**src/rtl/sirv_reset_sequencer.sv**
```systemverilog
// Reset-release sequencer for the always-on region: merges external, watchdog and
// software reset requests, holds all stages in reset, then releases them in order.
module sirv_reset_sequencer #(
   parameter int NSTAGE = 3,
   parameter int CNT_W  = 8
) (
   input  logic              clk,
   input  logic              rst_n,
   input  logic              test_mode,
   input  logic              ext_rst_sync,
   input  logic              wdog_rst_req,
   input  logic              sw_rst_req,
   input  logic [CNT_W-1:0]  hold_cfg,
   input  logic [NSTAGE-1:0] stage_ack,
   input  logic              cause_clr,
   output logic [NSTAGE-1:0] stage_rst,
   output logic              busy,
   output logic [2:0]        cause,
   output logic              ack_timeout,
   output logic [1:0]        dbg_state
);

   localparam int IDX_W = (NSTAGE > 1) ? $clog2(NSTAGE) : 1;

   typedef enum logic [1:0] {
      ST_RUN    = 2'd0,
      ST_ASSERT = 2'd1,
      ST_REL    = 2'd2,
      ST_WAIT   = 2'd3
   } state_e;

   state_e             state_q, state_d;
   logic [IDX_W-1:0]   idx_q, idx_d;
   logic [CNT_W-1:0]   cnt_q, cnt_d;
   logic [NSTAGE-1:0]  stage_rst_q, stage_rst_d;
   logic               busy_q, busy_d;
   logic [2:0]         cause_q, cause_d;
   logic               ack_timeout_q, ack_timeout_d;

   logic               req;
   logic [CNT_W-1:0]   hold_len;
   logic               last_stage;
   logic               cur_ack;
   logic               tmo_evt;
   logic [NSTAGE-1:0]  rel_mask;

   assign req        = ext_rst_sync | wdog_rst_req | sw_rst_req;
   assign hold_len   = (hold_cfg == '0) ? CNT_W'(1) : hold_cfg;
   assign last_stage = (idx_q == IDX_W'(NSTAGE - 1));
   assign cur_ack    = stage_ack[idx_q];

   // Stages at or below the current index are released; the rest stay in reset.
   always_comb begin
      rel_mask = '0;
      for (int i = 0; i < NSTAGE; i++) begin
         rel_mask[i] = (i > int'(idx_q));
      end
   end

   // Stage handshake: stage_rst[k] falling is the release request; stage_ack[k]
   // high is the response and is only sampled while waiting on stage k.
   always_comb begin
      state_d = state_q;
      idx_d   = idx_q;
      cnt_d   = cnt_q;
      tmo_evt = 1'b0;
      if (req) begin
         state_d = ST_ASSERT;
         idx_d   = '0;
         cnt_d   = hold_len;
      end else begin
         case (state_q)
            ST_ASSERT: begin
               if (cnt_q <= CNT_W'(1)) begin
                  state_d = ST_REL;
                  idx_d   = '0;
               end else begin
                  cnt_d = cnt_q - CNT_W'(1);
               end
            end
            ST_REL: begin
               cnt_d   = '1;
               state_d = ST_WAIT;
            end
            ST_WAIT: begin
               if (!cur_ack) begin
                  cnt_d = cnt_q - CNT_W'(1);
               end
               if (cur_ack || (cnt_q <= CNT_W'(1))) begin
                  tmo_evt = !cur_ack;
                  if (last_stage) begin
                     state_d = ST_RUN;
                  end else begin
                     idx_d   = idx_q + IDX_W'(1);
                     state_d = ST_REL;
                  end
               end
            end
            ST_RUN: begin
               state_d = ST_RUN;
            end
            default: begin
               state_d = ST_ASSERT;
               cnt_d   = hold_len;
            end
         endcase
      end
   end

   // Outputs are registered from the current state, so they trail it by a cycle.
   always_comb begin
      stage_rst_d = '1;
      case (state_q)
         ST_ASSERT: stage_rst_d = '1;
         ST_REL:    stage_rst_d = rel_mask;
         ST_WAIT:   stage_rst_d = rel_mask;
         ST_RUN:    stage_rst_d = '0;
         default:   stage_rst_d = '1;
      endcase
      busy_d        = (state_q != ST_RUN);
      cause_d       = (cause_clr ? 3'b000 : cause_q) | {sw_rst_req, wdog_rst_req, ext_rst_sync};
      ack_timeout_d = (ack_timeout_q & ~cause_clr) | tmo_evt;
   end

   always_ff @(posedge clk) begin
      if (!rst_n) begin
         state_q       <= ST_ASSERT;
         idx_q         <= '0;
         cnt_q         <= CNT_W'(1);
         stage_rst_q   <= '1;
         busy_q        <= 1'b1;
         cause_q       <= 3'b001;
         ack_timeout_q <= 1'b0;
      end else begin
         state_q       <= state_d;
         idx_q         <= idx_d;
         cnt_q         <= cnt_d;
         stage_rst_q   <= stage_rst_d;
         busy_q        <= busy_d;
         cause_q       <= cause_d;
         ack_timeout_q <= ack_timeout_d;
      end
   end

   // Scan bypass: external reset drives every stage directly.
   assign stage_rst   = test_mode ? {NSTAGE{ext_rst_sync}} : stage_rst_q;
   assign busy        = busy_q;
   assign cause       = cause_q;
   assign ack_timeout = ack_timeout_q;
   assign dbg_state   = state_q;

endmodule

```
**config.mk**
```make
export PLATFORM = sky130hd
export DESIGN_NAME = sirv_reset_sequencer
export DESIGN_NICKNAME = d
export VERILOG_FILES = /design/src/rtl/sirv_reset_sequencer.sv
export SDC_FILE = /design/constraint.sdc
export NUM_CORES = 1
export LEC_CHECK = 0
export CAP_MARGIN = 20
export CORE_MARGIN = 1.5
export CORE_UTILIZATION = 45
export CTS_CLUSTER_SIZE = 12
export DETAILED_ROUTE_END_ITERATION = 12
export PLACE_DENSITY = 0.76
export SLEW_MARGIN = 30
export SYNTH_ARGS = -nofsm -noshare
export SYNTH_HDL_FRONTEND = slang
export SYNTH_SLANG_ARGS = --single-unit
```
**constraint.sdc**
```tcl
create_clock -name clk -period 1.9 [get_ports clk]
set_input_delay 0.38 -clock clk [delete_from_list [all_inputs] [get_ports clk]]
set_output_delay 0.38 -clock clk [all_outputs]
set_load 0.005 [all_outputs]
```
==> impl_metrics.yaml <==
status:
  status: "completed"
die:
  fp.coreArea_sq_um: 2540
  ioPinCount: 28
  start_util_pct: 48.8
  num_rows: 18
  dieArea_sq_um: 3090
  die_y_microns: 55.5
  die_x_microns: 55.5
clock_tree:
  cts_max_level: 1
  tritoncts: "done"
  clockBufferDepth: 2
  insertion_delay_ns: 0.30
  postCtsHoldBufs: 0
  cts_setup_buffers: 0
  clockRootBuffer: "clkbuf_4"
  cts_inserted_buffers: 3
  numClockSinks: 20
  path_clk_slew_ns: 0.12
yosys:
  synth.distinct_cells: 46
  yosys.area.top_type: "dfxtp_1"
  synthArstFlopShare_pct: 0
  syn_avg_cell_area_sq_um: 8.45
  yosysSeqAreaShare_pct: 32.2
  yosysTopAreaCellShare_pct: 32.2
  synthesis.area_sq_um: 1240
  synth-edff-count: 0
  ys.flop_type: "dfxtp_1"
  synth_area_leaders: "dfxtp_1, ha_1, o21ai_0"
  ys_warn_count: 0
  synth_seq_cells: 20
  synthTopCellsByCount: "dfxtp_1, inv_1, o21ai_0"
  synth_cells: 147
  synthesis.nets: 174
  yosysMostFrequentCell: "dfxtp_1"
drt:
  drt_iter0_markers: 43
  drt_first_pass_iters: 4
  top_layer: "met4"
  ant_nets: 0
  drc: 0
  route.met3.wl_microns: 93
  drt-total-wl_mm: 3.17
  wl_per_cell_microns: 14.2
  vias: 1245
  routedLengthMet1_mm: 1.38
  wl_met2_mm: 1.65
  vias_per_cell: 5.58
power_and_ir_drop:
  vdd_drop_max_mv: 0.500
  power_density_nw_per_um2: 551
  leakagePower_nw: 0.715
place:
  numPortBuffers: 27
  place_ws_ns: -0.166
  dpl.hpwl_mm: 2.50
  place_congestion: 0.747
timing:
  min_period_ns: 1.89
  setup_viol: 0
  hold_viol_final: 0
  max_freq_mhz: 530
  tightest_slew_ns: 0.406
  setup_ws_ns: 0.0120
  maxSlewHeadroom_pct: 72.9
  finalMaxSlewViolations: 0
  skew_ns: 0.00634
  period_share_pct: 99.4
  grt_setup_unrepaired: "yes"
  fin_setup_tns_ns: 0
critical_path:
  cp.arrival_ns: 2.11
  crit_path_max_fanout: 5
  criticalPathCategory: "reg2reg"
  endpoint_kind: "flop"
  start_kind: "flop"
  required_ns: 2.12
global_route:
  groute.usage.overall_pct: 20.8
  grt_max_degree: 12
  first_global_vias: 1232
  antenna_found_initial: 0
  grt_pass1_wl_mm: 5.20
  grt-ovfl-total: 0
run:
  drv_cap: 0
cells_and_area:
  regArea_sq_um: 404
  fill_cells: 204
  multiInputGateArea_sq_um: 774
  antenna_cells: 0
  drive_gt1_share_pct: 21.2
  area_growth_pct: 38.0
  fin_nets: 221
hold_path:
  min_path_type: "reg2reg"
[final timing paths]
path                      from              to  slack (ns)  depth (start not counted)
setup / recovery      cnt_q[5]        cnt_q[2]        0.01                          7
hold / removal    dbg_state[1]  stage_rst_q[1]        0.53                          2
setup reg to reg      cnt_q[5]        cnt_q[2]        0.01                          7
hold reg to reg   dbg_state[1]  stage_rst_q[1]        0.53                          2
[flip-flops by register name (all words and copies together), names as in the netlist]
signal       flops
cnt_q            8
cause            3
stage_rst_q      3
dbg_state        2
idx_q            2
ack_timeout      1
busy             1
[cells in the final DEF (no fill, tap or decap), types with 4 or more instances in the layout]
cell and n:
clkdlybuf4s50_1 24, buf_4 19, dfxtp_1 17, inv_1 11
nand2_1 9, o21ai_0 9, nor2_1 9, ha_1 9
nand3_1 8, a21oi_1 6, o211ai_1 4, nor4_1 4
nor3_1 4, nand2b_1 4
[power breakdown]
group | total (mW) | internal [mW] | switching (mW)
clock | 0.247 | 0.117 | 0.130
sequential | 0.451 | 0.437 | 0.0136
combinational | 0.247 | 0.135 | 0.112
[kinds of logic (layout without fill, tap and decap cells)]
group                    after synthesis  in the layout  synth area share [%]
AND/OR/NAND/NOR                       60             60                  28.2
AO/OA/AOI/OAI                         40             40                  22.1
buffers and inverters                 16             62                  6.95
adder cells (fa/ha/maj)                9              9                  9.06
flip-flops                            20             20                  32.2
multiplexers                           1              1                 0.806
XOR/XNOR                               1              1                 0.705
[worst max-delay path: stages, from the launching register on]
cell	delay (ns)
dfxtp_2	0.34
or4_4	0.56
nor4_4	0.21
a21boi_2	0.10
buf_4	0.16
buf_6	0.12
a21o_1	0.15
a211oi_2	0.18
[layout make-up]
type	instances	share of cell area [%]
clock buffers	4	2.12
flip-flops and latches	20	23.6
multi-input cells	111	45.2
repair buffers	47	24.5
well taps	30	2.19
inverters	11	2.41
[layer usage]
layer  vias up  GRT usage, %
met5         -             0
met4         0          7.67
met3         8          3.04
met2        30          39.1
met1       577          23.5
li1        630             -
[through the flow]
step           util, %  cell area [sq um]  instances  total power [mW]  hold WS [ns]
2_1_floorplan        -               1240        147             0.584         0.471
3_3_place_gp      65.0               1660        219             0.689         0.462
3_5_place_dp      65.0               1660        219             0.698         0.488
4_1_cts           66.5               1690        223             0.943         0.533
5_1_grt           67.4               1710        223              1.00         0.552
6_report          67.4               1710        223             0.944         0.526
[what timing repair did]
item,in CTS,in global routing
setup endpoints to repair,8,6
resized for setup,7,5
pin swaps,3,2
No activity file was read; power rests on OpenSTA's default activity.
